**src/rtl/tick_countdown_timer_if.sv**
```systemverilog
// Tick-enable consumer bus for tick_countdown_timer: control inputs plus status outputs.
// The pause signal exists only when TICK_COUNTDOWN_TIMER_PAUSE_EN is defined.
interface tick_countdown_timer_if #(
  parameter int WIDTH = 4
);
  logic             tick;
  logic             start;
  logic             abort;
  logic [WIDTH-1:0] value;
`ifdef TICK_COUNTDOWN_TIMER_PAUSE_EN
  logic             pause;
`endif
  logic             busy;
  logic             expired;
  logic [WIDTH-1:0] remaining;

  modport master (
    output tick, start, abort, value,
`ifdef TICK_COUNTDOWN_TIMER_PAUSE_EN
    output pause,
`endif
    input  busy, expired, remaining
  );

  modport slave (
    input  tick, start, abort, value,
`ifdef TICK_COUNTDOWN_TIMER_PAUSE_EN
    input  pause,
`endif
    output busy, expired, remaining
  );
endinterface

```
**src/rtl/tick_countdown_timer.sv**
```systemverilog
// Loadable countdown decremented once per divider tick; pulses expired for one cycle on completion.
// Optional macro TICK_COUNTDOWN_TIMER_PAUSE_EN adds a pause input that freezes counting.
module tick_countdown_timer #(
  parameter int WIDTH = 4
) (
  input  logic                 clock,
  input  logic                 reset_n,
  tick_countdown_timer_if.slave bus
);

  typedef enum logic [1:0] {
    IDLE  = 2'd0,
    COUNT = 2'd1,
    DONE  = 2'd2
  } state_t;

  state_t           state_r;
  state_t           state_s;
  logic [WIDTH-1:0] remaining_r;
  logic [WIDTH-1:0] remaining_s;
  logic             busy_r;
  logic             busy_s;
  logic             expired_r;
  logic             expired_s;
  // Set when DONE was entered by a zero load; expired then fires on the DONE exit edge.
  logic             zero_pend_r;
  logic             zero_pend_s;
  logic             tick_ok_s;

  state_t           load_state_s;
  logic [WIDTH-1:0] load_remaining_s;
  logic             load_busy_s;
  logic             load_zero_pend_s;

`ifdef TICK_COUNTDOWN_TIMER_PAUSE_EN
  assign tick_ok_s = bus.tick & ~bus.pause;
`else
  assign tick_ok_s = bus.tick;
`endif

  // Result of a start in any state: zero load goes straight to DONE, otherwise count.
  always_comb begin
    load_state_s     = IDLE;
    load_remaining_s = {WIDTH{1'b0}};
    load_busy_s      = 1'b0;
    load_zero_pend_s = 1'b0;
    if (bus.value == {WIDTH{1'b0}}) begin
      load_state_s     = DONE;
      load_zero_pend_s = 1'b1;
    end else begin
      load_state_s     = COUNT;
      load_remaining_s = bus.value;
      load_busy_s      = 1'b1;
    end
  end

  // Next-state and next-output logic; priority is abort > start > tick.
  always_comb begin
    state_s     = state_r;
    remaining_s = remaining_r;
    busy_s      = busy_r;
    expired_s   = 1'b0;
    zero_pend_s = 1'b0;
    case (state_r)
      IDLE, DONE: begin
        expired_s   = zero_pend_r;
        state_s     = IDLE;
        remaining_s = {WIDTH{1'b0}};
        busy_s      = 1'b0;
        if (!bus.abort && bus.start) begin
          state_s     = load_state_s;
          remaining_s = load_remaining_s;
          busy_s      = load_busy_s;
          zero_pend_s = load_zero_pend_s;
        end else begin
          zero_pend_s = 1'b0;
        end
      end
      COUNT: begin
        if (bus.abort) begin
          state_s     = IDLE;
          remaining_s = {WIDTH{1'b0}};
          busy_s      = 1'b0;
        end else if (bus.start) begin
          state_s     = load_state_s;
          remaining_s = load_remaining_s;
          busy_s      = load_busy_s;
          zero_pend_s = load_zero_pend_s;
        end else if (tick_ok_s) begin
          if (remaining_r > WIDTH'(1)) begin
            remaining_s = remaining_r - WIDTH'(1);
          end else begin
            state_s     = DONE;
            remaining_s = {WIDTH{1'b0}};
            busy_s      = 1'b0;
            expired_s   = 1'b1;
          end
        end else begin
          state_s = COUNT;
        end
      end
      default: begin
        state_s     = IDLE;
        remaining_s = {WIDTH{1'b0}};
        busy_s      = 1'b0;
      end
    endcase
  end

  // State and output registers.
  always_ff @(posedge clock or negedge reset_n) begin
    if (!reset_n) begin
      state_r     <= IDLE;
      remaining_r <= {WIDTH{1'b0}};
      busy_r      <= 1'b0;
      expired_r   <= 1'b0;
      zero_pend_r <= 1'b0;
    end else begin
      state_r     <= state_s;
      remaining_r <= remaining_s;
      busy_r      <= busy_s;
      expired_r   <= expired_s;
      zero_pend_r <= zero_pend_s;
    end
  end

  assign bus.busy      = busy_r;
  assign bus.expired   = expired_r;
  assign bus.remaining = remaining_r;

endmodule

```
**src/flat_wrapper.sv**
```systemverilog
// flat-port wrapper written by rule: the top's interface ports become plain ports
module tick_countdown_timer_flat 
#(
  parameter int WIDTH = 4
)
  (clock, reset_n, bus_tick, bus_start, bus_abort, bus_value, bus_busy, bus_expired, bus_remaining);
  tick_countdown_timer_if #(.WIDTH(WIDTH)) bus_i ();
  input  logic clock;
  input  logic reset_n;
  input wire logic [$bits(bus_i.tick)-1:0] bus_tick;
  input wire logic [$bits(bus_i.start)-1:0] bus_start;
  input wire logic [$bits(bus_i.abort)-1:0] bus_abort;
  input wire logic [$bits(bus_i.value)-1:0] bus_value;
  output wire logic [$bits(bus_i.busy)-1:0] bus_busy;
  output wire logic [$bits(bus_i.expired)-1:0] bus_expired;
  output wire logic [$bits(bus_i.remaining)-1:0] bus_remaining;
  assign bus_i.tick = bus_tick;
  assign bus_i.start = bus_start;
  assign bus_i.abort = bus_abort;
  assign bus_i.value = bus_value;
  assign bus_busy = bus_i.busy;
  assign bus_expired = bus_i.expired;
  assign bus_remaining = bus_i.remaining;
  tick_countdown_timer #(.WIDTH(WIDTH)) u_core (.clock(clock), .reset_n(reset_n), .bus(bus_i));
endmodule
```
**config.mk**
```make
export PLATFORM = sky130hd
export DESIGN_NAME = tick_countdown_timer_flat
export DESIGN_NICKNAME = d
export VERILOG_FILES = /design/src/rtl/tick_countdown_timer_if.sv /design/src/rtl/tick_countdown_timer.sv /design/src/flat_wrapper.sv
export SDC_FILE = /design/constraint.sdc
export NUM_CORES = 1
export LEC_CHECK = 0
export CAP_MARGIN = 15
export CELL_PAD_IN_SITES_DETAIL_PLACEMENT = 1
export CELL_PAD_IN_SITES_GLOBAL_PLACEMENT = 2
export CORE_MARGIN = 3
export CORE_UTILIZATION = 27
export DETAILED_ROUTE_END_ITERATION = 12
export PLACE_DENSITY_LB_ADDON = 0.1
export SLEW_MARGIN = 0
export SYNTH_ARGS = -nofsm -noshare
export SYNTH_HDL_FRONTEND = slang
export SYNTH_SLANG_ARGS = --single-unit
```
**constraint.sdc**
```tcl
create_clock -name clock -period 1.51 [get_ports clock]
set_input_delay 0.453 -clock clock [delete_from_list [all_inputs] [get_ports clock]]
set_output_delay 0.453 -clock clock [all_outputs]
set_load 0.05 [all_outputs]
```
# Word-level counts from Yosys, hierarchy flattened
# Index checks and enable logic that the tools add are counted.
dict set report word_totals {
  regBits 9
  input_bits 9
  output_inout_bits 6
}
dict set report op_classes {
  addsub 1
  order_cmp 1
  n_eq_ne 5
  mux 31
  n_reduce_logical 6
}
# cell count
set ops {}
lappend ops {{4-bit two-way mux} 6}
lappend ops {{1-bit two-way mux} 14}
lappend ops {{2-bit two-way mux} 6}
lappend ops {{4-bit != test (second input constant)} 2}
lappend ops {{4-bit one-hot mux with 2 select lines} 1}
lappend ops {{1-bit one-hot mux with 2 select lines} 3}
lappend ops {{5-bit != test (second input constant)} 1}
lappend ops {{4-bit by 1-bit greater-than comparator with 1-bit output (second input constant)} 1}
lappend ops {{4-bit zero test} 1}
lappend ops {{2-bit one-hot mux with 2 select lines} 1}
lappend ops {{4-bit by 1-bit subtractor with 4-bit output (second input constant)} 1}
lappend ops {{2-bit by 1-bit == test with 1-bit output (second input constant)} 1}
lappend ops {{2-bit == test (second input constant)} 1}
lappend ops {{2-bit zero test} 1}
lappend ops {{2-bit AND reduction} 1}
lappend ops {{2-bit OR reduction} 1}
lappend ops {{1-bit logical AND} 1}
lappend ops {{1-bit zero test} 1}

# Longest topological paths before layout
dict set report depth {
  word_depth 6
  mapped_depth 5
  mapped_depth_nobuf 5
}

# Least setup slack after synthesis
# OpenSTA, ideal clock, no wires.
dict set report synth_timing {
  kind {flip-flop to flip-flop}
  startpoint {reg u_core.remaining_r[0], in the netlist u_core.bus.remaining[0]}
  endpoint {reg u_core.state_r[0]}
  setup_ps 161
  arrival_time_ps 1439
  slack_ps -90
  path_stages_with_launch 5
  cell_sequence {dfrtp_1 ha_1 nor2_1 o311ai_2 o311ai_0}
}
dict set report synth_between {
  elab_chain_len 2
}
# element line_no
set synth_lines {}
lappend synth_lines {{start: declaration} tick_countdown_timer.sv:19} ;# logic [WIDTH-1:0] remaining_r;
lappend synth_lines {{start signal: assignment} tick_countdown_timer.sv:114} ;# remaining_r <= {WIDTH{1'b0}};
lappend synth_lines {{start signal: assignment} tick_countdown_timer.sv:120} ;# remaining_r <= remaining_s;
lappend synth_lines {{4-bit by 1-bit greater-than comparator with 1-bit output} tick_countdown_timer.sv:90} ;# if (remaining_r > WIDTH'(1)) begin
lappend synth_lines {{5-bit != test (no line)} n/a}
lappend synth_lines {{end signal: assignment} tick_countdown_timer.sv:119} ;# state_r <= state_s;
lappend synth_lines {{end: declaration} tick_countdown_timer.sv:17} ;# state_t state_r;
# Every way passes these cells.
# A chain may end at the register's enable or synchronous reset.

# Worst setup path after layout
dict set report layout_timing {
  startpoint {in bus_value[0]}
  endpoint {reg u_core.state_r[0]}
}
dict set report layout_between {
  elab_chain_len 5
  elab_cells_between_ends 6
}
# element line_no
set layout_lines {}
lappend layout_lines {{start: declaration} flat_wrapper.sv:13} ;# input wire logic [$bits(bus_i.value)-1:0] bus_value;
lappend layout_lines {{4-bit zero test *} tick_countdown_timer.sv:47} ;# if (bus.value == {WIDTH{1'b0}}) begin
lappend layout_lines {{2-bit two-way mux *} tick_countdown_timer.sv:47}
lappend layout_lines {{2-bit two-way mux} tick_countdown_timer.sv:84} ;# end else if (bus.start) begin
lappend layout_lines {{2-bit two-way mux} tick_countdown_timer.sv:80} ;# if (bus.abort) begin
lappend layout_lines {{2-bit one-hot mux with 2 select lines *} tick_countdown_timer.sv:64} ;# case (state_r)
# Mark *: on every way between the ends. The rest lies on a longest branch, timed or not.

==> key figures <==
Finish
  – Post-Layout Inst Area: 947 um^2
  – Layout cell share with drive strength beyond 1: 0.434
  – Register area: 228 um^2
  – Area delta synth->final: 78.5%
  – ANT cells: 0
  – Final Non-Filler Cells: 108
  – Fillers: 195
  – Area of the multi-input gates: 323 um^2
  – Layout net count: 95

STA
  – Slew margin rel.: 0.716
  – Final setup viols: 0
  – Final min period: 1460 ps
  – Final hold vios: 0
  – Worst Skew: 6.27 ps
  – Slack of the critical path: 45.5 ps
  – Fmax: 683 MHz
  – Actual slew at the worst max-slew pin: 425 ps
  – WHS: 482 ps
  – Fin crit share: 0.970
  – Slew Viols, Final: 0

Floorplan
  – Core area: 1780 um^2
  – Rows: 15
  – Initial Util: 0.298
  – Die Span Y: 50.3 um
  – I/O Pins: 15
  – Die Wd: 50.3 um
  – Die ar.: 2530 um^2

Global routing
  – Global Route Usage Sum: 0.148
  – Antenna violations before repair: 0
  – Vias in the first global route: 589
  – Grt ovf: 0
  – Pin count of the biggest net entering global routing: 10
  – First-pass GRT wire length: 2.75 mm

Worst setup path
  – Slowest CP cell: or4_4
  – Critical Path Start Type: input pin
  – CP Cell Sequence: clkdlybuf4s50_1 > or4_4 > a21oi_2 > o311ai_2
  – Crit-path max cell delay: 470 ps
  – CP required: 1640 ps
  – Worst setup EP type: flop
  – Worst Path Arrival: 1600 ps
  – Critical path peak fanout: 4
  – CP Buf/Inv Count: 1
  – CP top delay family: simple AND/OR/NAND/NOR gates
  – Critical path class: input pin to flop

Synth
  – Post-synthesis sequential area ratio: 0.425
  – Predominant post-synthesis flop cell: dfrtp_1
  – Post-synthesis register bit count: 9
  – Ys async rst share: 1.00
  – Synthesized area: 531 um^2
  – Post-synth EDFFs: 0
  – Syn_nets: 62
  – Avg Cell Area, Syn: 10.4 um^2
  – Synth cell types: 26
  – Yosys warns: 0
  – Post-synthesis cell count: 51

Placement
  – DP Area: 870 um^2
  – Placer Congestion: 0.702
  – Placed Cells: 104
  – Post-place setup slack: -396 ps
  – IO Port Bufs: 14
  – Hpwl dp: 1.30 mm

CTS
  – TritonCTS Buffers: 3
  – Clock buffer depth: 2
  – Clk sinks: 9
  – Post-CTS setup buffers: 0
  – Hold-fix buffers at CTS: 0
  – Root buffer cell: clkbuf_4
  – H-tree depth: 1
  – CTS clk-pin slew, worst paths: 70 ps
  – Worst-Skew Late Latency: 270 ps
  – CTS tree: built

Pwr
  – Peak supply drop: 0.000454 V
  – Leak Pwr: 0.436 nW
  – Overall power: 0.686 mW
  – Power per Cell Area: 724 nW/um^2

Detailed routing
  – Post-Route WL: 1.65 mm
  – Via Count: 550
  – First drt pass iteration count: 4
  – Final ANT Viol Nets: 0
  – Initial drt markers: 3
  – Vias per cell: 5.09
  – Final routed DRC violation total: 0
  – Routed length per placed instance: 15.3 um

Hold path
  – Min-delay worst type: input pin to async pin

Run status
  – Status: finished clean

Job
  – Max Cap Viol: 0
worst reg2reg max path: cells and delay by family (launching register included):
kind	cells	cell delay (ps)
adders and majority gates	1	190
AOI/OAI and AO/OA	2	550
buffers and inverters	1	80
DFF	1	400
and+or+nand+nor	1	80
timing repair:
item,CTS,global route
setup endpoints to repair,5,5
pin swaps,6,5
gates resized for setup,8,9
cells in the final DEF (no fill, tap or decap), drive strengths merged, types with 2 or more instances in the layout:
cell type | netlist | layout
clkdlybuf4s50 | 0 | 2
dfrtp | 9 | 9
nand3b | 2 | 2
dlymetal6s2s | 0 | 2
nor4b | 3 | 3
ha | 2 | 2
buf | 0 | 20
nand2 | 2 | 2
o21ai | 2 | 2
clkbuf | 0 | 4
o311ai | 2 | 2
nor2 | 2 | 2
o221ai | 3 | 3
nand3 | 2 | 2
or4 | 2 | 2
dlygate4sd2 | 0 | 4
inv | 9 | 9
report_power, final:
part	total (mW)	internal [mW]	leakage, nW	switching (mW)
clock network	0.201	0.102	0.0150	0.0983
logic	0.211	0.108	0.304	0.103
registers	0.274	0.254	0.117	0.0194
total	0.686	0.465	0.436	0.221
cell usage after synthesis, drive strengths merged, types with 2 or more instances:
library cell / n / share of area
inv: 9 / 0.064
o21ai: 2 / 0.019
nand2: 2 / 0.014
nand3: 2 / 0.019
o311ai: 2 / 0.047
nor4b: 3 / 0.078
ha: 2 / 0.047
or4: 2 / 0.035
o221ai: 3 / 0.050
dfrtp: 9 / 0.42
nor2: 2 / 0.014
nand3b: 2 / 0.028
metal layers:
layer	vias to the layer above	wire length [um]	global-route usage
li1	262	-	-
met1	271	781	0.190
met2	13	762	0.230
met3	4	71	0.0326
met4	0	35	0.0807
met5	-	0	0
worst paths after layout:
path                                                  endpoint                                 from  slack (ps)  cells after the start
max                              u_core.state_r[0]$_DFFE_PN0P_                         bus_value[0]          50                      4
min                               u_core.zero_pend_r$_DFF_PN0_                              reset_n         480                      1
max reg2reg                u_core.bus.remaining[0]$_DFFE_PN0P_  u_core.bus.remaining[1]$_DFFE_PN0P_          90                      5
min reg2reg                       u_core.bus.expired$_DFF_PN0_         u_core.zero_pend_r$_DFF_PN0_         500                      1
max in group asynchronous  u_core.bus.remaining[1]$_DFFE_PN0P_                              reset_n         700                      1
min in group clock                u_core.bus.expired$_DFF_PN0_         u_core.zero_pend_r$_DFF_PN0_         500                      1
stage by stage:
step / setup TNS, ps / util
after detailed placement: -2420 / 0.488
after CTS: 0 / 0.510
after floorplan: 0 / -
final: 0 / 0.531
after global placement: -2260 / 0.488
after global routing: -3.24 / 0.531
sequential cells by signal (all words and copies together) (netlist names):
register / flops
u_core.bus.busy: 1
u_core.state_r: 2
u_core.bus.expired: 1
u_core.bus.remaining: 4
u_core.zero_pend_r: 1
kinds of logic after synthesis:
kind of cell / Yosys count / synth area share
fa+ha+maj: 2 / 0.0472
simple gates: 18 / 0.264
flops: 9 / 0.425
compound gates: 13 / 0.201
buf+inv: 9 / 0.0637
layout make-up:
class,count,area share
well taps,25,0.0330
repair buffers,28,0.322
flip-flops and latches,9,0.240
inverters,9,0.0357
multi-input cells,33,0.341
clock buffers,4,0.0277
Power figures use the tool's default switching activity.
